$ cat src/rtl/mmult_sched_pkg.sv
// Shared types for the matrix-multiply job scheduler: FSM states, completion
// status codes and the packed job descriptor carried through the FIFO.
package mmult_sched_pkg;

   localparam int SCHED_ADDR_W = 32;
   localparam int SCHED_ID_W   = 4;

   localparam logic [1:0] ST_OK      = 2'b00;
   localparam logic [1:0] ST_TIMEOUT = 2'b01;

   typedef enum logic [2:0] {
      IDLE,
      LAUNCH,
      BUSY,
      REPORT,
      HALT
   } state_e;

   typedef struct packed {
      logic [SCHED_ADDR_W-1:0] a;
      logic [SCHED_ADDR_W-1:0] b;
      logic [SCHED_ADDR_W-1:0] c;
      logic [SCHED_ID_W-1:0]   id;
   } desc_t;

endpackage

$ cat src/rtl/mmult_sched_fifo.sv
// Synchronous descriptor FIFO. ready_o is registered from the next count, so a
// push is refused whenever the FIFO is full, even if a pop happens that cycle.
module mmult_sched_fifo
   import mmult_sched_pkg::*;
#(
   parameter int DEPTH = 4,
   localparam int PW = $clog2(DEPTH),
   localparam int CW = $clog2(DEPTH + 1)
) (
   input  logic          clk,
   input  logic          rst,
   input  logic          push_i,
   input  desc_t         push_data_i,
   input  logic          pop_i,
   output desc_t         head_o,
   output logic          full_o,
   output logic          empty_o,
   output logic [CW-1:0] count_o,
   output logic          ready_o
);

   desc_t         mem_q [DEPTH];
   logic [PW-1:0] wr_ptr_q, rd_ptr_q;
   logic [CW-1:0] count_q, count_d;
   logic          ready_q;
   logic          do_push, do_pop;

   assign do_push = push_i && ready_q;
   assign do_pop  = pop_i && !empty_o;

   assign full_o  = (count_q == CW'(DEPTH));
   assign empty_o = (count_q == '0);
   assign count_o = count_q;
   assign ready_o = ready_q;
   assign head_o  = mem_q[rd_ptr_q];

   always_comb begin
      count_d = count_q;
      if (do_push && !do_pop)
         count_d = count_q + CW'(1);
      else if (do_pop && !do_push)
         count_d = count_q - CW'(1);
   end

   always_ff @(posedge clk or posedge rst) begin
      if (rst) begin
         wr_ptr_q <= '0;
         rd_ptr_q <= '0;
         count_q  <= '0;
         ready_q  <= 1'b0;
      end else begin
         count_q <= count_d;
         ready_q <= (count_d != CW'(DEPTH));
         if (do_push) wr_ptr_q <= wr_ptr_q + PW'(1);
         if (do_pop)  rd_ptr_q <= rd_ptr_q + PW'(1);
      end
   end

   // Storage needs no reset; pointers and count define validity.
   always_ff @(posedge clk) begin
      if (do_push) mem_q[wr_ptr_q] <= push_data_i;
   end

endmodule

$ cat src/rtl/mmult_job_sched.sv
// Job scheduler in front of the matrix-multiply accelerator: queues descriptors,
// launches one job at a time, reports one completion per job.
// Optional watchdog/HALT behaviour is enabled by defining MMULT_SCHED_TIMEOUT_EN.
module mmult_job_sched
   import mmult_sched_pkg::*;
#(
   parameter int DEPTH          = 4,
   parameter int ID_W           = SCHED_ID_W,
   parameter int ADDR_W         = SCHED_ADDR_W,
   parameter int TIMEOUT_CYCLES = 100000
) (
   input  logic              clk,
   input  logic              rst,
   input  logic              desc_valid,
   output logic              desc_ready,
   input  logic [ADDR_W-1:0] desc_a,
   input  logic [ADDR_W-1:0] desc_b,
   input  logic [ADDR_W-1:0] desc_c,
   input  logic [ID_W-1:0]   desc_id,
   output logic              acc_start,
   output logic [ADDR_W-1:0] acc_a,
   output logic [ADDR_W-1:0] acc_b,
   output logic [ADDR_W-1:0] acc_c,
   input  logic              acc_done,
   output logic              cmp_valid,
   input  logic              cmp_ready,
   output logic [ID_W-1:0]   cmp_id,
   output logic [1:0]        cmp_status,
   output logic              busy,
   output logic [15:0]       jobs_done,
   output logic              err_hang
);

   localparam int CW = $clog2(DEPTH + 1);

   state_e            state_q, state_d;
   logic [ADDR_W-1:0] acc_a_q, acc_b_q, acc_c_q;
   logic [ID_W-1:0]   id_q;
   logic [15:0]       jobs_q, jobs_d;
   logic              pop;
   logic              timeout_hit;

   desc_t             push_desc, head;
   logic              fifo_full, fifo_empty, fifo_ready;
   logic [CW-1:0]     fifo_count;
   logic              unused_fifo;

   assign push_desc = '{a: desc_a, b: desc_b, c: desc_c, id: desc_id};
   assign unused_fifo = ^{fifo_full, fifo_count};

   mmult_sched_fifo #(.DEPTH(DEPTH)) u_fifo (
      .clk         (clk),
      .rst         (rst),
      .push_i      (desc_valid),
      .push_data_i (push_desc),
      .pop_i       (pop),
      .head_o      (head),
      .full_o      (fifo_full),
      .empty_o     (fifo_empty),
      .count_o     (fifo_count),
      .ready_o     (fifo_ready)
   );

`ifdef MMULT_SCHED_TIMEOUT_EN
   logic [31:0] tmo_q, tmo_d;
   logic [1:0]  status_q, status_d;
   logic        err_q;

   assign timeout_hit = (tmo_q == 32'(TIMEOUT_CYCLES - 1));
`else
   logic [31:0] unused_tmo;

   assign unused_tmo  = 32'(TIMEOUT_CYCLES);
   assign timeout_hit = 1'b0;
`endif

   always_comb begin
      state_d = state_q;
      pop     = 1'b0;
      jobs_d  = jobs_q;
`ifdef MMULT_SCHED_TIMEOUT_EN
      status_d = status_q;
      tmo_d    = tmo_q;
`endif
      case (state_q)
         IDLE: begin
            if (!fifo_empty) begin
               pop     = 1'b1;
               state_d = LAUNCH;
            end
         end
         LAUNCH: begin
            state_d = BUSY;
`ifdef MMULT_SCHED_TIMEOUT_EN
            tmo_d = '0;
`endif
         end
         BUSY: begin
`ifdef MMULT_SCHED_TIMEOUT_EN
            tmo_d = tmo_q + 32'd1;
`endif
            // A done arriving on the timeout cycle still reports OK.
            if (acc_done) begin
               state_d = REPORT;
`ifdef MMULT_SCHED_TIMEOUT_EN
               status_d = ST_OK;
`endif
            end else if (timeout_hit) begin
               state_d = REPORT;
`ifdef MMULT_SCHED_TIMEOUT_EN
               status_d = ST_TIMEOUT;
`endif
            end
         end
         REPORT: begin
            if (cmp_ready) begin
               jobs_d  = jobs_q + 16'd1;
               state_d = IDLE;
`ifdef MMULT_SCHED_TIMEOUT_EN
               if (status_q == ST_TIMEOUT) state_d = HALT;
`endif
            end
         end
         default: state_d = state_q;
      endcase
   end

   always_ff @(posedge clk or posedge rst) begin
      if (rst) begin
         state_q <= IDLE;
         acc_a_q <= '0;
         acc_b_q <= '0;
         acc_c_q <= '0;
         id_q    <= '0;
         jobs_q  <= '0;
      end else begin
         state_q <= state_d;
         jobs_q  <= jobs_d;
         if (pop) begin
            acc_a_q <= head.a;
            acc_b_q <= head.b;
            acc_c_q <= head.c;
            id_q    <= head.id;
         end
      end
   end

`ifdef MMULT_SCHED_TIMEOUT_EN
   always_ff @(posedge clk or posedge rst) begin
      if (rst) begin
         tmo_q    <= '0;
         status_q <= ST_OK;
         err_q    <= 1'b0;
      end else begin
         tmo_q    <= tmo_d;
         status_q <= status_d;
         if (state_q == BUSY && !acc_done && timeout_hit) err_q <= 1'b1;
      end
   end

   assign cmp_status = status_q;
   assign err_hang   = err_q;
`else
   assign cmp_status = ST_OK;
   assign err_hang   = 1'b0;
`endif

   assign desc_ready = fifo_ready;
   assign acc_start  = (state_q == LAUNCH);
   assign acc_a      = acc_a_q;
   assign acc_b      = acc_b_q;
   assign acc_c      = acc_c_q;
   assign cmp_valid  = (state_q == REPORT);
   assign cmp_id     = id_q;
   assign busy       = (state_q != IDLE);
   assign jobs_done  = jobs_q;

endmodule
$ cat config.mk
export PLATFORM = sky130hd
export DESIGN_NAME = mmult_job_sched
export DESIGN_NICKNAME = d
export VERILOG_FILES = /design/src/rtl/mmult_sched_pkg.sv /design/src/rtl/mmult_sched_fifo.sv /design/src/rtl/mmult_job_sched.sv
export SDC_FILE = /design/constraint.sdc
export NUM_CORES = 1
export LEC_CHECK = 0
export ABC_AREA = 1
export ABC_CLOCK_PERIOD_IN_PS = 11450
export BUFFER_PORTS_ARGS = -buffer_cell sky130_fd_sc_hd__buf_2
export CAP_MARGIN = 20
export CORE_MARGIN = 2
export CORE_UTILIZATION = 60
export CTS_CLUSTER_DIAMETER = 60
export DETAILED_ROUTE_END_ITERATION = 6
export PLACE_DENSITY = 0.81
export SYNTH_ARGS = -nofsm -noshare
export SYNTH_HDL_FRONTEND = slang
export SYNTH_HIERARCHICAL = 1
export SYNTH_SLANG_ARGS = --single-unit
$ cat constraint.sdc
create_clock -name clk -period 11.45 [get_ports clk]
set_input_delay 1.7175 -clock clk [delete_from_list [all_inputs] [get_ports clk]]
set_output_delay 1.7175 -clock clk [all_outputs]
set_load 0.05 [all_outputs]
==> summary.txt <==
Yosys
  – Cells after Synth: ~1,600
  – Post-synthesis instance area: 20,300 sq um
  – Count of yosys warnings during synthesis: 6
  – Syn avg cell area: between 10 and 15 sq um

Global route
  – First-pass GRT wire length: about 68,000 microns
  – Total GRT Usage: 24.7%
  – Largest net degree at the start of global routing: 121
  – Initial antenna violation count: 14
  – Vias in the first global route: around 13,000
  – Overflow after GRT: 0

Power and ir drop
  – Worst vdd rail ir drop: 199 uV
  – Pwr Total: about 7.3 mW
  – Leakage power: 9.36 nW
  – Pwr dens: 308 nW/um^2

Clocking
  – Worst-Skew Late Latency: 0.57 ns
  – Root Driver: clkbuf_16
  – TritonCTS clock tree: built
  – Total CTS buffers: 52
  – Hold_buf cts: 0
  – Post-cts sizing count: 0
  – Post CTS Setup Buffer Count: 0
  – H-Tree Depth: 2
  – Clk slew on worst S/H paths: ~0.06 ns
  – TritonCTS Sinks: around 530
  – Clk buf depth: 3

STA
  – Worst-Margin Slew: 1.16 ns
  – Tmin final: 3.60 ns
  – Crit share post-route: 31.5%
  – Maximum clock frequency: 0.277 GHz
  – Clock Skews: ~0.026 ns
  – RSZ-0062 raised after global routing: no
  – Max Transition Viols Final: 0
  – Worst slew margin: between 20% and 30%
  – Setup Viol. Count Final: 0
  – Total negative slack: 0 ns
  – Final Hold Fails: 0

Setup path
  – Critical path endpoint: u_fifo/mem_q[1][75]
  – CP Data Required Time: 11.70 ns
  – Largest fanout on the critical path: 40
  – RR Endpoint: acc_a[7]
  – Crit path launch: desc_valid
  – Startpoint types: input port
  – Setup crit end kind: flip-flop
  – Worst R2R Path Depth: 6
  – Critical Path AT: 3.85 ns
  – WS Path Type: in -> reg
  – RR Startpoint: u_fifo/rd_ptr_q[0]
  – Register-to-Register Setup Slack: 8.08 ns

Placed design
  – Final Wtd Congestion: 0.792
  – HPWL after DPL: 23,900 microns
  – # port buffers: 224

Drt
  – Vias: 12,840
  – Vias/cell: 5.57
  – Initial DRC Count: 1,174
  – Avg WL per Cell: 18.9 microns
  – ANT nets after route: 0
  – DR DRC count: 0
  – Pre-antenna DRT Iters: 7
  – Routed wire length: 43,600 microns

Layout
  – Share of layout cells above drive strength 1: between 20% and 30%
  – Fin nets: around 1,900
  – Area growth, synth to finish: 16.5%

Worst hold path
  – HP Class: reg -> reg
  – Worst hold stages: 2

Floorplan
  – I/O pin total: ~230
  – Core Footprint: 33,400 sq um
  – Area of the die: between 30,000 and 40,000 sq um
  – FP Rows: 67
  – Chip width: 188 microns
  – Die Height: 188 microns
  – Starting Density: 60.7%

Run status
  – Status: completed

Flow run
  – Number of max-cap violations: 0
## critical path: stages
cell,delay [ns]
buf_2,0.08
nand2_1,0.30
nor2_4,0.71
buf_4,0.66
buf_12,0.32
## where the power goes
| part | internal, mW | switching (mW) |
|---|---|---|
| registers | 2.56 | 0.238 |
| clock network | 1.18 | 0.716 |
| logic | 0.640 | 1.93 |
## state kept, by name (all words and copies together), names as in the netlist, 3 cells and up
register	flops
acc_c	32
u_fifo/count_o	3
cmp_id	4
u_fifo/mem_q	400
acc_a	32
acc_b	32
jobs_done	16
## cell usage in the layout, fill, tap and decap left out, types with 2 or more instances in the layout
master	instances
ha_1	14
conb_1	3
clkinvlp_4	3
o22ai_1	90
edfxtp_1	400
inv_1	28
buf_16	3
o21ai_1	93
nand2_1	354
nor2_2	13
clkinv_1	3
xor2_1	7
diode_2	15
xnor2_1	4
dfrtp_4	2
nor3_1	2
clkbuf_1	8
nor2_1	207
inv_2	3
nand4_1	4
clkinv_4	2
o22ai_2	10
clkbuf_8	7
bufinv_16	12
inv_6	2
buf_4	11
o21ai_0	111
dfrtp_1	124
clkinv_2	9
nor2_4	6
buf_2	224
nand3_1	11
nand2_2	4
or2_2	2
buf_12	2
a21oi_1	3
clkbuf_16	54
## per-layer routing
layer	vias to the layer above	global-route usage (%)	part of all wire, %	wire, microns
met5	-	0	0.094	41
met4	6	8.72	2.4	1050
met3	81	5.58	8.0	3490
met2	506	41.3	49	21300
met1	6247	32.3	41	17700
li1	6000	-	-	-
## worst min-delay path by stage
stage	startpoint	endpoint	slack, ns
2_1_floorplan	state_q[1]	state_q[1]	0.51
3_3_place_gp	acc_c[14]	acc_c[14]	0.45
3_5_place_dp	acc_b[13]	acc_b[13]	0.45
4_1_cts	acc_b[13]	acc_b[13]	0.47
5_1_grt	acc_c[4]	acc_c[4]	0.48
6_report	acc_c[14]	acc_c[14]	0.46
## through the flow
step	hold slack, ns	setup WS (ns)	utilization [%]	cell area (sq um)	std cells
5_1_grt	0.481	7.74	70.7	23600	2295
6_report	0.464	7.85	70.8	23600	2304
2_1_floorplan	0.513	4.79	-	20300	1592
3_3_place_gp	0.448	6.93	64.4	21500	2186
3_5_place_dp	0.455	7.13	64.5	21500	2187
4_1_cts	0.470	7.71	70.4	23500	2285
## cell type report
class | count | area, sq um
Sequential cell | 526 | 15200
Clock inverter | 29 | 475
Timing Repair Buffer | 240 | 1330
Fill cell | 2300 | 9750
Clock buffer | 69 | 1480
Inverter | 36 | 149
Multi-Input combinational cell | 941 | 4420
Antenna cell | 15 | 37.5
Tap cell | 448 | 561
Note: power is estimated with default switching activity, not from simulation.
